==> config.mk <==
export PLATFORM = sky130hd
export DESIGN_NAME = wb_dma_reader_flat
export DESIGN_NICKNAME = d
export VERILOG_FILES = /design/src/rtl/wb_dma_reader_pkg.sv /design/src/rtl/wb_dma_reader_if.sv /design/src/rtl/wb_dma_reader_fifo.sv /design/src/rtl/wb_dma_reader.sv /design/src/flat_wrapper.sv
export SDC_FILE = /design/constraint.sdc
export NUM_CORES = 1
export LEC_CHECK = 0
export ABC_AREA = 1
export BUFFER_PORTS_ARGS = -buffer_cell sky130_fd_sc_hd__buf_4
export CAP_MARGIN = 10
export CORE_MARGIN = 5
export CORE_UTILIZATION = 43
export CTS_CLUSTER_SIZE = 24
export DETAILED_ROUTE_END_ITERATION = 10
export MAX_ROUTING_LAYER = met4
export SLEW_MARGIN = 20
export SYNTH_ARGS = -nofsm -noshare
export SYNTH_HDL_FRONTEND = slang
export SYNTH_HIERARCHICAL = 1
export SYNTH_SLANG_ARGS = --single-unit
==> constraint.sdc <==
create_clock -name clk -period 3.5 [get_ports clk]
set_input_delay 0.7 -clock clk [delete_from_list [all_inputs] [get_ports clk]]
set_output_delay 0.7 -clock clk [all_outputs]
set_load 0.05 [all_outputs]
==> src/rtl/wb_dma_reader_pkg.sv <==
`default_nettype none
// ============================================================================
//  Module   : wb_dma_pkg
//  Purpose  : Shared constants and FSM state type for the Wishbone DMA reader.
//  Revision : 1.0 - initial release
// ============================================================================
package wb_dma_pkg;

  // Wishbone cycle type identifiers
  localparam logic [2:0] CTI_CLASSIC = 3'b000;
  localparam logic [2:0] CTI_INCR    = 3'b010;
  localparam logic [2:0] CTI_EOB     = 3'b111;

  // Wishbone burst type extension
  localparam logic [1:0] BTE_LINEAR  = 2'b00;

  // Reader control states
  typedef enum logic [1:0] {
    IDLE       = 2'd0,
    WAIT_SPACE = 2'd1,
    BURST      = 2'd2,
    FINISH     = 2'd3
  } dma_state_t;

endpackage
`default_nettype wire

==> src/rtl/wb_dma_reader_if.sv <==
`default_nettype none
// ============================================================================
//  Module   : wshb_if
//  Purpose  : 32-bit Wishbone bus bundle with master and slave views.
//  Revision : 1.0 - initial release
// ============================================================================
interface wshb_if (
  input logic clk,
  input logic rst
);

  logic        cyc;
  logic        stb;
  logic        we;
  logic [3:0]  sel;
  logic [31:0] adr;
  logic [31:0] dat_ms;
  logic [31:0] dat_sm;
  logic [2:0]  cti;
  logic [1:0]  bte;
  logic        ack;
  logic        err;

  modport master (
    input  clk, rst, ack, err, dat_sm,
    output cyc, stb, we, sel, adr, cti, bte, dat_ms
  );

  modport slave (
    input  clk, rst, cyc, stb, we, sel, adr, cti, bte, dat_ms,
    output ack, err, dat_sm
  );

endinterface
`default_nettype wire

==> src/rtl/wb_dma_reader_fifo.sv <==
`default_nettype none
// ============================================================================
//  Module   : sync_fifo
//  Purpose  : Single-clock show-ahead FIFO with occupancy count.
//             DEPTH must be a power of two and at least 2.
//  Revision : 1.0 - initial release
// ============================================================================
module sync_fifo #(
  parameter int WIDTH = 32,
  parameter int DEPTH = 32
) (
  input  logic                     clk,
  input  logic                     rst,
  input  logic                     push,
  input  logic [WIDTH-1:0]         push_data,
  input  logic                     pop,
  output logic [WIDTH-1:0]         rd_data,
  output logic                     empty,
  output logic                     full,
  output logic [$clog2(DEPTH):0]   count
);

  localparam int AW = $clog2(DEPTH);
  localparam int CW = AW + 1;

  logic [WIDTH-1:0] mem [DEPTH];
  logic [AW-1:0]    wr_ptr_q, wr_ptr_d;
  logic [AW-1:0]    rd_ptr_q, rd_ptr_d;
  logic [CW-1:0]    count_q,  count_d;
  logic             push_ok;
  logic             pop_ok;

  assign empty   = (count_q == '0);
  assign full    = (count_q == CW'(DEPTH));
  assign count   = count_q;
  assign rd_data = mem[rd_ptr_q];
  assign push_ok = push && !full;
  assign pop_ok  = pop && !empty;

  // Pointer and occupancy update; a simultaneous push and pop cancel in count
  always_comb begin
    wr_ptr_d = wr_ptr_q;
    rd_ptr_d = rd_ptr_q;
    count_d  = count_q;
    if (push_ok) wr_ptr_d = wr_ptr_q + AW'(1);
    if (pop_ok)  rd_ptr_d = rd_ptr_q + AW'(1);
    case ({push_ok, pop_ok})
      2'b10:   count_d = count_q + CW'(1);
      2'b01:   count_d = count_q - CW'(1);
      default: count_d = count_q;
    endcase
  end

  // Pointer and occupancy registers
  always_ff @(posedge clk or posedge rst) begin
    if (rst) begin
      wr_ptr_q <= '0;
      rd_ptr_q <= '0;
      count_q  <= '0;
    end else begin
      wr_ptr_q <= wr_ptr_d;
      rd_ptr_q <= rd_ptr_d;
      count_q  <= count_d;
    end
  end

  // Storage array; contents are don't-care until written
  always_ff @(posedge clk) begin
    if (push_ok) mem[wr_ptr_q] <= push_data;
  end

endmodule
`default_nettype wire

==> src/rtl/wb_dma_reader.sv <==
`default_nettype none
// ============================================================================
//  Module   : wb_dma_reader
//  Purpose  : Wishbone burst master that reads a block of words from memory
//             and streams them out through a show-ahead FIFO.
//             Build option WB_DMA_READER_ERR_EN: honour bus err and expose a
//             sticky error flag.
//  Revision : 1.0 - initial release
// ============================================================================
module wb_dma_reader
  import wb_dma_pkg::*;
#(
  parameter int BURST_LEN  = 8,
  parameter int FIFO_DEPTH = 32
) (
  input  logic        clk,
  input  logic        rst,
  input  logic        start,
  input  logic [31:0] base_adr,
  input  logic [15:0] word_count,
  output logic        busy,
  output logic        done,
`ifdef WB_DMA_READER_ERR_EN
  output logic        error,
`endif
  output logic [31:0] out_data,
  output logic        out_valid,
  input  logic        out_ready,
  wshb_if.master      wb_m
);

  localparam int BEAT_W = $clog2(BURST_LEN) + 1;
  localparam int CNT_W  = $clog2(FIFO_DEPTH) + 1;

  dma_state_t        state_q, state_d;
  logic [31:0]       cur_adr_q, cur_adr_d;
  logic [15:0]       remaining_q, remaining_d;
  logic [BEAT_W-1:0] beat_cnt_q, beat_cnt_d;
  logic              cyc_q, cyc_d;
  logic              stb_q, stb_d;
  logic [31:0]       adr_q, adr_d;
  logic [2:0]        cti_q, cti_d;
  logic              busy_q, busy_d;
  logic              done_q, done_d;
`ifdef WB_DMA_READER_ERR_EN
  logic              error_q, error_d;
`endif

  logic              err_in;
  logic [BEAT_W-1:0] beats;
  logic [CNT_W-1:0]  fifo_count;
  logic [CNT_W-1:0]  fifo_free;
  logic              fifo_empty;
  logic              fifo_full;
  logic              push;

`ifdef WB_DMA_READER_ERR_EN
  assign err_in = wb_m.err;
  assign error  = error_q;
`else
  assign err_in = 1'b0;
`endif

  assign fifo_free = CNT_W'(FIFO_DEPTH) - fifo_count;

  // Length of the next burst: a full burst or whatever is left
  always_comb begin
    beats = BEAT_W'(BURST_LEN);
    if (remaining_q < 16'(BURST_LEN)) beats = remaining_q[BEAT_W-1:0];
  end

  // Next-state and bus/control outputs; bus outputs only move at burst start or on ack
  always_comb begin
    state_d     = state_q;
    cur_adr_d   = cur_adr_q;
    remaining_d = remaining_q;
    beat_cnt_d  = beat_cnt_q;
    cyc_d       = cyc_q;
    stb_d       = stb_q;
    adr_d       = adr_q;
    cti_d       = cti_q;
    busy_d      = busy_q;
    done_d      = 1'b0;
    push        = 1'b0;
`ifdef WB_DMA_READER_ERR_EN
    error_d     = error_q;
`endif
    case (state_q)
      IDLE: begin
        if (start) begin
          cur_adr_d   = {base_adr[31:2], 2'b00};
          remaining_d = word_count;
          busy_d      = 1'b1;
`ifdef WB_DMA_READER_ERR_EN
          error_d     = 1'b0;
`endif
          state_d     = (word_count != 16'd0) ? WAIT_SPACE : FINISH;
        end
      end
      WAIT_SPACE: begin
        // Only commit to a burst once every beat of it is guaranteed a slot
        if (fifo_free >= CNT_W'(beats)) begin
          state_d    = BURST;
          cyc_d      = 1'b1;
          stb_d      = 1'b1;
          adr_d      = cur_adr_q;
          cti_d      = (beats == BEAT_W'(1)) ? CTI_EOB : CTI_INCR;
          beat_cnt_d = beats;
        end
      end
      BURST: begin
        if (err_in) begin
          // Abort: drop the faulting beat and wind down
          cyc_d   = 1'b0;
          stb_d   = 1'b0;
`ifdef WB_DMA_READER_ERR_EN
          error_d = 1'b1;
`endif
          state_d = FINISH;
        end else if (wb_m.ack) begin
          push        = 1'b1;
          cur_adr_d   = cur_adr_q + 32'd4;
          remaining_d = remaining_q - 16'd1;
          beat_cnt_d  = beat_cnt_q - BEAT_W'(1);
          if (beat_cnt_q == BEAT_W'(1)) begin
            cyc_d   = 1'b0;
            stb_d   = 1'b0;
            state_d = (remaining_q != 16'd1) ? WAIT_SPACE : FINISH;
          end else begin
            adr_d = adr_q + 32'd4;
            cti_d = (beat_cnt_q == BEAT_W'(2)) ? CTI_EOB : CTI_INCR;
          end
        end
      end
      FINISH: begin
        busy_d  = 1'b0;
        done_d  = 1'b1;
        state_d = IDLE;
      end
      default: state_d = IDLE;
    endcase
  end

  // Control and bus registers; reset tears down any cycle in progress immediately
  always_ff @(posedge clk or posedge rst) begin
    if (rst) begin
      state_q     <= IDLE;
      cur_adr_q   <= '0;
      remaining_q <= '0;
      beat_cnt_q  <= '0;
      cyc_q       <= 1'b0;
      stb_q       <= 1'b0;
      adr_q       <= '0;
      cti_q       <= CTI_CLASSIC;
      busy_q      <= 1'b0;
      done_q      <= 1'b0;
`ifdef WB_DMA_READER_ERR_EN
      error_q     <= 1'b0;
`endif
    end else begin
      state_q     <= state_d;
      cur_adr_q   <= cur_adr_d;
      remaining_q <= remaining_d;
      beat_cnt_q  <= beat_cnt_d;
      cyc_q       <= cyc_d;
      stb_q       <= stb_d;
      adr_q       <= adr_d;
      cti_q       <= cti_d;
      busy_q      <= busy_d;
      done_q      <= done_d;
`ifdef WB_DMA_READER_ERR_EN
      error_q     <= error_d;
`endif
    end
  end

  sync_fifo #(
    .WIDTH (32),
    .DEPTH (FIFO_DEPTH)
  ) u_fifo (
    .clk       (clk),
    .rst       (rst),
    .push      (push && !fifo_full),
    .push_data (wb_m.dat_sm),
    .pop       (out_valid && out_ready),
    .rd_data   (out_data),
    .empty     (fifo_empty),
    .full      (fifo_full),
    .count     (fifo_count)
  );

  assign out_valid   = !fifo_empty;
  assign busy        = busy_q;
  assign done        = done_q;

  assign wb_m.cyc    = cyc_q;
  assign wb_m.stb    = stb_q;
  assign wb_m.adr    = adr_q;
  assign wb_m.cti    = cti_q;
  assign wb_m.we     = 1'b0;
  assign wb_m.sel    = 4'hF;
  assign wb_m.bte    = BTE_LINEAR;
  assign wb_m.dat_ms = 32'd0;

endmodule
`default_nettype wire

==> src/flat_wrapper.sv <==
// flat-port wrapper written by rule: the top's interface ports become plain ports
module wb_dma_reader_flat import wb_dma_pkg::*;
#(
  parameter int BURST_LEN  = 8,
  parameter int FIFO_DEPTH = 32
)
  (clk, rst, start, base_adr, word_count, busy, done, out_data, out_valid, out_ready, wb_m_ack, wb_m_err, wb_m_dat_sm, wb_m_cyc, wb_m_stb, wb_m_we, wb_m_sel, wb_m_adr, wb_m_cti, wb_m_bte, wb_m_dat_ms);
  wshb_if wb_m_i (.clk(clk), .rst(rst));
  input  logic clk;
  input  logic rst;
  input  logic start;
  input  logic [31:0] base_adr;
  input  logic [15:0] word_count;
  output logic busy;
  output logic done;
  output logic [31:0] out_data;
  output logic out_valid;
  input  logic out_ready;
  input wire logic [$bits(wb_m_i.ack)-1:0] wb_m_ack;
  input wire logic [$bits(wb_m_i.err)-1:0] wb_m_err;
  input wire logic [$bits(wb_m_i.dat_sm)-1:0] wb_m_dat_sm;
  output wire logic [$bits(wb_m_i.cyc)-1:0] wb_m_cyc;
  output wire logic [$bits(wb_m_i.stb)-1:0] wb_m_stb;
  output wire logic [$bits(wb_m_i.we)-1:0] wb_m_we;
  output wire logic [$bits(wb_m_i.sel)-1:0] wb_m_sel;
  output wire logic [$bits(wb_m_i.adr)-1:0] wb_m_adr;
  output wire logic [$bits(wb_m_i.cti)-1:0] wb_m_cti;
  output wire logic [$bits(wb_m_i.bte)-1:0] wb_m_bte;
  output wire logic [$bits(wb_m_i.dat_ms)-1:0] wb_m_dat_ms;
  assign wb_m_i.ack = wb_m_ack;
  assign wb_m_i.err = wb_m_err;
  assign wb_m_i.dat_sm = wb_m_dat_sm;
  assign wb_m_cyc = wb_m_i.cyc;
  assign wb_m_stb = wb_m_i.stb;
  assign wb_m_we = wb_m_i.we;
  assign wb_m_sel = wb_m_i.sel;
  assign wb_m_adr = wb_m_i.adr;
  assign wb_m_cti = wb_m_i.cti;
  assign wb_m_bte = wb_m_i.bte;
  assign wb_m_dat_ms = wb_m_i.dat_ms;
  wb_dma_reader #(.BURST_LEN(BURST_LEN), .FIFO_DEPTH(FIFO_DEPTH)) u_core (.clk(clk), .rst(rst), .start(start), .base_adr(base_adr), .word_count(word_count), .busy(busy), .done(done), .out_data(out_data), .out_valid(out_valid), .out_ready(out_ready), .wb_m(wb_m_i));
endmodule
==> flow_metrics.py <==
metrics = {
    "status": {
        "outcome": "complete, no violations",
    },
    "critical_path": {
        "worst-endpoint-required_ns": 2.80,
        "cp_common_cell": "nand2_1",
        "crit_type": "register to output port",
        "worstPathArrival_ns": 2.74,
        "crit_family": "buffers and inverters",
        "cp_slowest_cell": "dfrtp_4",
        "critPathMaxFanout": 12,
        "crit_chain": "buf_6 -> buf_4 -> clkbuf_16 -> buf_4 -> nand2_1 -> nand3_1 -> a21oi_1 -> nor2_1 -> nand2_1 -> nand2_1 -> inv_1 -> buf_8",
        "end_kind": "output port",
        "slowest_delay_ns": 0.51,
        "start_kind": "register",
        "path_buf_inv": 6,
    },
    "synth": {
        "postSynthCellCount": 5236,
        "synth.avg_cell_area_um2": 9.74,
        "yosysSeqAreaShare_pct": 65.4,
        "yosys_register_bits": 1128,
        "ys_types": 41,
        "syn_area_mm2": 0.0510,
        "ys_warn_count": 6,
    },
    "grt": {
        "top_usage_layer": "met2",
        "grt_start_max_net_pins": 104,
        "use_met3_pct": 3.26,
        "grt_pass1_vias": 34500,
        "grt_use_met2_pct": 38.0,
        "grt_util_met1_pct": 31.3,
        "grt_usage_pct": 23.4,
        "antenna_found_initial": 2,
        "grt.overflow.total": 0,
        "grt_pass1_wl_um": 218000,
    },
    "sta": {
        "grt_setup_unrepaired": "true",
        "finalSetupViolCount": 0,
        "max_slew_margin_pct": 28.6,
        "fin_crit_sh_pct": 98.3,
        "tightest_slew_ns": 1.07,
        "hold_viol": 0,
        "skew_ns": 0.0604,
        "min_period_ns": 3.44,
        "maxSlewViolCount": 0,
        "max_freq_mhz": 291,
        "holdWs_ns": 0.145,
    },
    "layout": {
        "finalInstanceArea_mm2": 0.0595,
        "fillers": 10500,
        "drive_gt1_share_pct": 10.9,
        "final_cells": 7058,
        "seq_area_mm2": 0.0334,
        "final_cell_mix": "1871 x nand2_1, 1024 x edfxtp_1, 696 x nand3_1",
        "syn_to_final_growth_pct": 16.6,
        "multi_input_area_mm2": 0.0142,
        "final_common_cell": "nand2_1",
        "finalNetCount": 5529,
    },
    "floorplan": {
        "die_width_um": 354,
        "dieHeight_um": 354,
        "ios": 197,
        "die_area_mm2": 0.126,
        "row_count": 126,
        "start_util_pct": 43.2,
        "coreArea_mm2": 0.118,
    },
    "job": {
        "drv_cap": 0,
    },
    "routing": {
        "wl_per_cell_um": 21.3,
        "dr.pass1.iters": 6,
        "viasPerCell": 5.25,
        "num_vias": 37100,
        "drt_iter0_drc": 3616,
        "finalWirelength_um": 151000,
        "drc_errors": 0,
        "ant_nets": 0,
    },
    "clocking": {
        "cts_hold_buf": 0,
        "tritoncts": "built",
        "clockRootBuffer": "clkbuf_16",
        "clk_pin_slew_ns": 0.06,
        "numCtsBuffers": 118,
        "clkSinkCount": 1128,
        "insertion_delay_ns": 0.73,
        "htree_levels": 3,
        "cts_buffer_depth": 3,
    },
    "placed_design": {
        "placed_cells": 6792,
        "io_buffers": 154,
        "dp_hpwl_um": 81800,
        "placed_area_mm2": 0.0543,
        "gp_congestion": 0.879,
    },
    "min_path": {
        "hold_path.class": "input port to asynchronous set/reset pin",
    },
    "power": {
        "p_leak_nw": 25.0,
        "p_per_area_mw_per_mm2": 850,
        "ir_worst_vdd_mv": 1.18,
    },
}
-- cells in the mapped netlist, drive strengths merged --
cell	n	area share (%)
a22o	1	0.017
nor4	1	0.012
a21oi	91	0.90
o21ai	84	0.82
a21boi	1	0.015
a31oi	3	0.037
a22oi	3	0.044
clkbuf	71	0.52
nor3b	3	0.044
nand3b	7	0.10
conb	2	0.015
o211ai	35	0.52
ha	22	0.54
fa	1	0.039
dfrtp	104	5.1
nand4	6	0.074
inv	657	4.8
nor3	34	0.34
or2	14	0.17
o22a	1	0.017
xor2	9	0.15
mux2i	1	0.020
nand3	698	6.9
xnor2	4	0.069
clkinv	5	0.037
edfxtp	1024	60
o22ai	9	0.11
o21a	1	0.015
o21bai	13	0.19
nor2	222	1.6
buf	221	2.5
nand2	1888	14
-- registers in the layout (all words and copies together), names as in the netlist --
signal and cells:
u_core/u_fifo/mem 1024, u_core/wb_m.adr 31, u_core/cur_adr_q 30, u_core/remaining_q 16, u_core/u_fifo/count 6, u_core/u_fifo/rd_ptr_q 5, u_core/u_fifo/wr_ptr_q 5, u_core/beat_cnt_q 4
u_core/state_q 2, u_core/wb_m.cti 2, u_core/busy 1, u_core/done 1, u_core/wb_m.stb 1
-- routing by layer --
layer	share of wire (%)	wire, um	vias up
li1	-	-	17400
met1	42	63100	18000
met2	48	71900	1438
met3	7.7	11600	238
met4	2.7	4040	0
met5	0	0	-
-- repair_timing --
item,CTS,global route
cloned,10,20
resized for setup,65,61
endpoints found under the setup margin,32,32
setup buffers,8,7
pin swaps,1,12
-- cells by family after synthesis --
| family | after synthesis | synth area share [%] |
|---|---|---|
| adders and majority gates | 23 | 0.579 |
| xor gates and xnor gates | 13 | 0.223 |
| and+or+nand+nor | 2873 | 23.2 |
| AOI/OAI and AO/OA | 242 | 2.69 |
| buffers and inverters | 954 | 7.90 |
| other | 2 | 0.0147 |
| DFF | 1128 | 65.4 |
| muxes | 1 | 0.0196 |
-- metrics by stage --
step / setup TNS (ns) / total power, mW / util (%) / setup WS (ns)
after floorplan: -168.89 / 29.3 / - / -0.407
after global placement: 0 / 35.7 / 46.0 / 0.444
after detailed placement: 0 / 35.9 / 46.0 / 0.396
after CTS: -0.0405 / 49.4 / 49.8 / -0.0344
after global routing: -0.258 / 53.2 / 50.4 / -0.0519
final: 0 / 50.5 / 50.4 / 0.0594
-- power breakdown --
part	internal, mW	switching (mW)
registers	15.5	0.945
logic	6.84	15.0
clock network	7.00	5.33
total	29.3	21.2
-- final cells by class --
type / instances / share of cell area [%]
Antenna cell: 2 / 0.00842
Clock buffer: 153 / 5.27
Clock inverter: 67 / 1.14
Inverter: 662 / 4.28
Multi-Input combinational cell: 3191 / 23.8
Sequential cell: 1128 / 56.1
Tap cell: 1536 / 3.23
Timing Repair Buffer: 316 / 6.05
Timing Repair inverter: 3 / 0.0715
-- worst paths after layout --
| check | from | end | slack [ns] | cells after the start |
|---|---|---|---|---|
| max | u_core/u_fifo/rd_ptr_q[0] | out_data[1] | 0.06 | 12 |
| min | rst | u_core/cur_adr_q[23] | 0.14 | 2 |
| max reg2reg | u_core/u_fifo/count[2] | u_core/u_fifo/count[5] | 0.47 | 17 |
| min reg2reg | u_core/wb_m.cti[1] | u_core/wb_m.cti[1] | 0.50 | 2 |
| max in group asynchronous | rst | u_core/wb_m.adr[28] | 2.50 | 3 |
| min in group clk | start | u_core/busy | 0.27 | 3 |
No activity file was read; power rests on OpenSTA's default activity.
